--- config.mk ---
export PLATFORM = sky130hd
export DESIGN_NAME = keypad_scan_flat
export DESIGN_NICKNAME = d
export VERILOG_FILES = /design/src/rtl/keypad_scan_if.sv /design/src/rtl/keypad_scan.sv /design/src/flat_wrapper.sv
export SDC_FILE = /design/constraint.sdc
export NUM_CORES = 1
export LEC_CHECK = 0
export ABC_AREA = 0
export CORE_UTILIZATION = 60
export DETAILED_ROUTE_END_ITERATION = 6
export PLACE_DENSITY = 0.81
export RECOVER_POWER = 100
export SLEW_MARGIN = 20
export SYNTH_ARGS = -nofsm -noshare
export SYNTH_HDL_FRONTEND = slang
export SYNTH_SLANG_ARGS = --single-unit
--- constraint.sdc ---
create_clock -name clk -period 5.4 [get_ports clk]
set_input_delay 1.08 -clock clk [delete_from_list [all_inputs] [get_ports clk]]
set_output_delay 1.08 -clock clk [all_outputs]
set_load 0.05 [all_outputs]
--- src/rtl/keypad_scan_if.sv ---
// Keypad-facing signal bundle of keypad_scan: row drive, column sense and the
// decoded key outputs.
interface keypad_scan_if;
   logic [3:0]  col;
   logic [3:0]  row;
   logic [15:0] onehot;
   logic        key_valid;
   logic        key_down;

   // Handshake: key_valid is a one-cycle strobe with no ready/back-pressure;
   // the consumer takes onehot in the cycle key_valid is high (onehot also
   // stays held afterwards until the next accepted press).
   modport master (input col, output row, onehot, key_valid, key_down);
   modport slave  (output col, input row, onehot, key_valid, key_down);
endinterface

--- src/rtl/keypad_scan.sv ---
// 4x4 matrix keypad scanner: walks the rows, assembles a 16-bit frame per full
// scan and debounces single-key presses/releases over whole frames.
module keypad_scan #(
   parameter int SCAN_DIV        = 50000,
   parameter int DEBOUNCE_FRAMES = 4
) (
   input  logic          clk,
   input  logic          rst,
   keypad_scan_if.master kp,
   output logic [1:0]    state_o
);

   localparam int            CW         = $clog2(SCAN_DIV);
   localparam logic [CW-1:0] DWELL_LAST = CW'(SCAN_DIV - 1);
   localparam logic [3:0]    DF         = 4'(DEBOUNCE_FRAMES);

   typedef enum logic [1:0] {
      ST_IDLE      = 2'd0,
      ST_PRESS_CHK = 2'd1,
      ST_HELD      = 2'd2,
      ST_REL_CHK   = 2'd3
   } state_e;

   logic [3:0]    col_meta_q;
   logic [3:0]    col_sync_q;
   logic [CW-1:0] dwell_q;
   logic [1:0]    row_idx_q;
   logic [1:0]    row_idx_d;
   logic [3:0]    row_q;
   logic [15:0]   frame_q;
   logic [15:0]   frame_d;

   state_e        state_q;
   logic [3:0]    cnt_q;
   logic [15:0]   cand_q;
   logic [15:0]   onehot_q;
   logic          key_valid_q;
   logic          key_down_q;

   logic          last_dwell;
   logic          frame_done;
   logic          frame_none;
   logic          frame_single;
   logic [3:0]    press_cnt_d;
   logic [3:0]    rel_cnt_d;

   // frame_d already contains the current row's sample, so on the last dwell
   // cycle of row 3 it is the complete frame and can be classified at once.
   always_comb begin
      last_dwell   = (dwell_q == DWELL_LAST);
      frame_done   = last_dwell && (row_idx_q == 2'd3);
      row_idx_d    = row_idx_q + 2'd1;
      frame_d      = frame_q;
      frame_d[{row_idx_q, 2'b00} +: 4] = ~col_sync_q;
      frame_none   = (frame_d == 16'h0000);
      frame_single = !frame_none && ((frame_d & (frame_d - 16'd1)) == 16'h0000);
      press_cnt_d  = ((state_q == ST_PRESS_CHK) && (frame_d == cand_q)) ? cnt_q + 4'd1 : 4'd1;
      rel_cnt_d    = (state_q == ST_REL_CHK) ? cnt_q + 4'd1 : 4'd1;
   end

   always_ff @(posedge clk) begin
      if (rst) begin
         col_meta_q <= 4'hF;
         col_sync_q <= 4'hF;
         dwell_q    <= '0;
         row_idx_q  <= 2'd0;
         row_q      <= 4'b1110;
         frame_q    <= 16'h0000;
      end else begin
         col_meta_q <= kp.col;
         col_sync_q <= col_meta_q;
         if (last_dwell) begin
            dwell_q   <= '0;
            row_idx_q <= row_idx_d;
            row_q     <= ~(4'b0001 << row_idx_d);
            frame_q   <= frame_d;
         end else begin
            dwell_q <= dwell_q + CW'(1);
         end
      end
   end

   // Debounce: counts are stored only while below DF; reaching DF changes state.
   always_ff @(posedge clk) begin
      if (rst) begin
         state_q     <= ST_IDLE;
         cnt_q       <= 4'd0;
         cand_q      <= 16'h0000;
         onehot_q    <= 16'h0000;
         key_valid_q <= 1'b0;
         key_down_q  <= 1'b0;
      end else begin
         key_valid_q <= 1'b0;
         if (frame_done) begin
            unique case (state_q)
               ST_IDLE, ST_PRESS_CHK: begin
                  if (frame_single) begin
                     cand_q <= frame_d;
                     if (press_cnt_d == DF) begin
                        state_q     <= ST_HELD;
                        cnt_q       <= 4'd0;
                        onehot_q    <= frame_d;
                        key_valid_q <= 1'b1;
                        key_down_q  <= 1'b1;
                     end else begin
                        state_q <= ST_PRESS_CHK;
                        cnt_q   <= press_cnt_d;
                     end
                  end else begin
                     state_q <= ST_IDLE;
                     cnt_q   <= 4'd0;
                  end
               end
               ST_HELD, ST_REL_CHK: begin
                  if (frame_none) begin
                     if (rel_cnt_d == DF) begin
                        state_q    <= ST_IDLE;
                        cnt_q      <= 4'd0;
                        key_down_q <= 1'b0;
                     end else begin
                        state_q <= ST_REL_CHK;
                        cnt_q   <= rel_cnt_d;
                     end
                  end else begin
                     state_q <= ST_HELD;
                     cnt_q   <= 4'd0;
                  end
               end
               default: begin
                  state_q <= ST_IDLE;
                  cnt_q   <= 4'd0;
               end
            endcase
         end
      end
   end

   assign kp.row       = row_q;
   assign kp.onehot    = onehot_q;
   assign kp.key_valid = key_valid_q;
   assign kp.key_down  = key_down_q;
   assign state_o      = state_q;

endmodule
--- src/flat_wrapper.sv ---
// flat-port wrapper written by rule: the top's interface ports become plain ports
module keypad_scan_flat 
#(
   parameter int SCAN_DIV        = 50000,
   parameter int DEBOUNCE_FRAMES = 4
)
  (clk, rst, state_o, kp_col, kp_row, kp_onehot, kp_key_valid, kp_key_down);
  keypad_scan_if kp_i ();
  input  logic clk;
  input  logic rst;
  output logic [1:0] state_o;
  input wire logic [$bits(kp_i.col)-1:0] kp_col;
  output wire logic [$bits(kp_i.row)-1:0] kp_row;
  output wire logic [$bits(kp_i.onehot)-1:0] kp_onehot;
  output wire logic [$bits(kp_i.key_valid)-1:0] kp_key_valid;
  output wire logic [$bits(kp_i.key_down)-1:0] kp_key_down;
  assign kp_i.col = kp_col;
  assign kp_row = kp_i.row;
  assign kp_onehot = kp_i.onehot;
  assign kp_key_valid = kp_i.key_valid;
  assign kp_key_down = kp_i.key_down;
  keypad_scan #(.SCAN_DIV(SCAN_DIV), .DEBOUNCE_FRAMES(DEBOUNCE_FRAMES)) u_core (.clk(clk), .rst(rst), .kp(kp_i), .state_o(state_o));
endmodule
Yosys cells after proc, flatten, opt, wreduce, memory -nomap -nowiden. Index checks and enable logic that the tools add are counted. Widths: inputs -> output; s select.

Add/subtract/negate cells: 5. Equality and inequality tests: 12. Shifts and indexed selects: 3. Mux-type cells: 19. Bitwise gates (word level): 6. Reduce and logical (&&, ||, !) cells: 14.

Operator list (count): $logic_not 16->1 (2); $mux 4 (6); $add 16x1->16 const B (1); $and 16x16->16 (1); $bwmux 16 (1); $eq 16x16->1 (1); $eq 16x16->1 const B (1); $shift 4x6->16 const A (1); $shiftx 4x6->16 (1); $sub 16x1->16 const B (1); $eq 4x3->1 const B (2); $mux 2 (4); $ne 2x1->1 const B (4); $not 4->4 (2); $pmux 4 s2 (1); $eq 2x2->1 const B (3); $neg 4->6 (1); $reduce_or 2->1 (3); $mux 1 (5); $reduce_and 5->1 (1); $add 4x1->4 const B (1); $pmux 2 s2 (1); $reduce_and 4->1 (1); $reduce_or 4->1 (1); other kinds (9) (13).

Register bits after elaboration: 86. Input port bits: 6. Output and inout port bits: 24. Word-level logic and storage cells: 71.

Longest topological paths before layout.
Depth after elaboration: 10. Gate-level depth with buffers: 15. Depth with buffers taken out: 10.

Worst setup path before layout. Ideal clock, no wire load.

Kind: register -> register. Start: register u_core.row_idx_q[0]. End: register u_core.onehot_q[10] (netlist: u_core.kp.onehot[10]). Setup time: 0.123 ns. Data arrival time: 3.180 ns. Required time: 5.277 ns. Path slack: 2.096 ns. Stages on the path, launching flop included: 15. Buffers on the path: 4. Clock period less this slack: 3.304 ns. Path through: dfxtp_1 -> buf_2 -> inv_1 -> ha_1 -> buf_2 -> nand4bb_2 -> o2bb2ai_1 -> xor2_1 -> nor4_1 -> nand4_1 -> nor4_1 -> nor3b_2 -> buf_4 -> buf_6 -> mux2_1.

Word-level cells in the longest chain between the ends: 8. Elaborated cells between the ends (all ways): 17. Those cells by class: 2 x add/sub; 3 x eq/ne; 2 x shift; 2 x mux; 1 x bitwise; 7 x reduce/logical.

RTL lines: from (decl) (RTL line keypad_scan.sv:27) `logic [1:0] row_idx_q;`; from (signal assigned) (RTL line keypad_scan.sv:74) `row_idx_q <= row_idx_d;`; $neg 4->6 (RTL line keypad_scan.sv:54) `frame_d[{row_idx_q, 2'b00} +: 4] = ~col_sync_q;`; $shiftx 4x6->16 / $shift 4x6->16 (equally long branches) (RTL line keypad_scan.sv:54); $bwmux 16 (RTL line keypad_scan.sv:54); $sub 16x1->16 / $eq 16x16->1 (equally long branches) (RTL line keypad_scan.sv:56, keypad_scan.sv:57); $and 16x16->16 / $logic_and 1x1->1 (equally long branches) (RTL line keypad_scan.sv:56, keypad_scan.sv:57); $logic_not 16->1 / $mux 4 (equally long branches) (RTL line keypad_scan.sv:56, keypad_scan.sv:57); $logic_and 1x1->1 / $eq 4x3->1 (equally long branches) (RTL line keypad_scan.sv:56, keypad_scan.sv:99); $reduce_and 4->1 (no line); to (signal assigned) (RTL line keypad_scan.sv:102) `onehot_q <= frame_d;`; to (decl) (RTL line keypad_scan.sv:36) `logic [15:0] onehot_q;`.

Parallel ways exist; a longest one is shown, timed or not. A chain may end at the register's enable or synchronous reset.

Worst setup path in the final report.
Start: register u_core.row_idx_q[0]. End: register u_core.onehot_q[5] (netlist: u_core.kp.onehot[5]).

The elaborated chain is that of the path after synthesis.

==> impl_metrics.ini <==
[floorplan]
ios = 30
die_w_microns = 90.0
initial_core_util_pct = 63.1
die-area_sq_um = 8110
core_sq_um = 7370
fp-row-count = 31
die_y_microns = 90.0

[placement]
dp_hpwl_microns = 8120
gp_congestion = 1.01
port_buffers = 29

[pwr]
peakVddDrop_v = 0.000275
p_per_area_nw_per_um2 = 226
power_leakage_uw = 0.00185

[logic_synthesis]
ys.flop_type = dfxtp_1
ys_top_cells_by_area = dfxtp_1, nor2_1, xnor2_1, nor2b_1, a21oi_1
synth.top_cell.area_share_pct = 37.0
synth.yosys.seq_area_share_pct = 37.0
yosysWarnings = 0
synth_async_sr_flop_share_pct = 0
syn_avg_cell_area_sq_um = 8.39
synth_area_sq_um = 4650
synth_nets = 567
synth-edff-count = 0
synth.distinct_cells = 68
ys_seq_elements = 86
netlist_instances = 554
synth.largest_area_cell = dfxtp_1

[critical_path]
path_class = flop to flop
slowest_stage = nor3b_1
cp_max_fo = 18
end_kind = flop
cpPeakStageDelay_ns = 0.72
critPathArrivalTime_ns = 4.63
start_kind = flop
critPathRequiredTime_ns = 5.65
path_cells = inv_1 > ha_1 > nor3b_1 > a31oi_2 > xnor2_1 > nor4_1 > nand4_1 > nor4_1 > nor3b_1 > buf_4 > mux2_2

[global_route]
grt_util_all_layers_pct = 29.2
grt_pass1_wl_microns = 19100
antenna_found_initial = 0
globalRouteOverflowTotal = 0
grt_pass1_vias = 3922
grt_max_degree = 51

[cells_and_area]
final_common_cell = dfxtp_1
nNetsFinal = 577
final_cell_mix = dfxtp_1, nor2_1, nand2_1, o21ai_0, a21oi_1
area_growth_syn_to_layout_pct = 10.1
num_antenna_cells = 0
layout-drive-gt1-share_pct = 8.79

[route]
routed_wl_microns = 11500
routedWlPerCell_microns = 17.2
vias = 4173
drcViolationCount = 0
drt_first_pass_iters = 7
drt-initial-drc-count = 454
ant_nets = 0
via_per_inst = 6.25

[clock_tree]
cts_setup_buffers = 0
cts_tree = yes
clk_latency_ns = 0.37
clk_pin_slew_ns = 0.09
cts_root_buf = clkbuf_8
cts_hold_buf = 0
clock_sinks = 86
post_cts_resized = 0
cts_buffer_depth = 2
cts_inserted_buffers = 9
htree_levels = 3

[sta]
min_period_over_period_pct = 81.2
finalSetupViolCount = 0
clock_skew_ns = 0.0114
hold_viol = 0
max_slew_margin_pct = -29.1
fin_crit_ns = 4.38
drv_slew = 51
holdWs_ns = 0.415
grt_setup_unrepaired = false
tns_ns = 0
fmax_ghz = 0.228
worst_pin_slew_ns = 1.94

[job]
maxCapViolCount = 1

[status]
violations = max-capacitance violations, max-slew violations
status = finished with violations

[min_path]
hp-class = flop to flop
==> where the power goes <==
part | switching [uW] | internal, uW | leakage, uW
logic | 35.7 | 19.7 | 0.00106
registers | 5.13 | 638 | 0.000695
clock network | 233 | 226 | 0.0000955
==> logic make-up after synthesis <==
family,synth area share [%]
AND/OR/NAND/NOR,28.2
buffers and inverters,4.73
adder cells (fa/ha/maj),2.10
AO/OA/AOI/OAI,17.9
multiplexers,4.68
XOR/XNOR,5.27
flip-flops,37.0
==> worst max-delay path, delay by kind of cell (launching register included) <==
family                     cells  cell delay [ns]
and+or+nand+nor                5             1.81
DFF                            1             0.59
adders and majority gates      1             0.45
buffers and inverters          2             0.44
muxes                          1             0.37
AOI/OAI and AO/OA              1             0.35
xor gates and xnor gates       1             0.23
==> through the flow <==
stage                     power, uW  instances  utilization, %  worst slack [ns]  cell area (sq um)
after CTS                      1160        668            69.8              1.19               5140
after global routing           1200        668            69.5             0.679               5120
final                          1160        668            69.5              1.02               5120
after detailed placement        713        652            67.0              1.21               4940
after global placement          712        652            67.0              1.36               4930
after floorplan                 698        554               -              2.10               4650
==> layout make-up <==
cell class,count,area (sq um)
well taps,99,124
flip-flops and latches,86,1720
multi-input cells,422,2710
inverters,9,33.8
clock inverters,5,58.8
fillers,603,2250
repair buffers,36,329
clock buffers,11,141
==> cells in the mapped netlist (all sizes together), types with 4 or more instances <==
cell,number
nor3,19
dfxtp,86
nand3,8
and3,11
nor2b,24
ha,7
a31oi,10
inv,9
a21oi,29
nand4,11
or3,11
nor2,75
o21ai,26
nand2,28
a41oi,4
mux2i,6
or2,12
xnor2,19
nor4,14
nand2b,9
clkbuf,22
nand3b,4
a211oi,17
nor4b,4
buf,15
xor2,9
mux2,14
o2bb2ai,5
==> metal layers <==
| layer | GRT usage (%) | vias to the layer above | share of wire [%] |
|---|---|---|---|
| li1 | - | 2012 | - |
| met1 | 38.4 | 1936 | 43 |
| met2 | 47.5 | 194 | 47 |
| met3 | 6.26 | 31 | 7.8 |
| met4 | 9.68 | 0 | 2.2 |
| met5 | 0 | - | 0 |
==> path summary, 6_finish.rpt <==
| kind | endpoint | slack, ns | depth (start not counted) | from |
|---|---|---|---|---|
| max | u_core.kp.onehot[5]$_SDFFE_PP0P_ | 1.02 | 11 | u_core.row_idx_q[0]$_SDFFE_PP0P_ |
| min | u_core.col_sync_q[1]$_SDFF_PP1_ | 0.41 | 1 | u_core.col_meta_q[1]$_SDFF_PP1_ |
| max reg2reg | u_core.kp.onehot[5]$_SDFFE_PP0P_ | 1.02 | 11 | u_core.row_idx_q[0]$_SDFFE_PP0P_ |
| min reg2reg | u_core.col_sync_q[1]$_SDFF_PP1_ | 0.41 | 1 | u_core.col_meta_q[1]$_SDFF_PP1_ |
==> flip-flops by register name, summed over array words and instances (netlist names) <==
| signal | count |
|---|---|
| u_core.dwell_q | 16 |
| u_core.cand_q | 16 |
| u_core.row_idx_q | 2 |
| u_core.frame_q | 16 |
| u_core.state_o | 2 |
| u_core.kp.onehot | 16 |
| u_core.kp.key_valid | 1 |
| u_core.col_meta_q | 4 |
| u_core.col_sync_q | 4 |
| u_core.kp.key_down | 1 |
| u_core.cnt_q | 4 |
| u_core.kp.row | 4 |
Note: power is estimated with default switching activity, not from simulation.
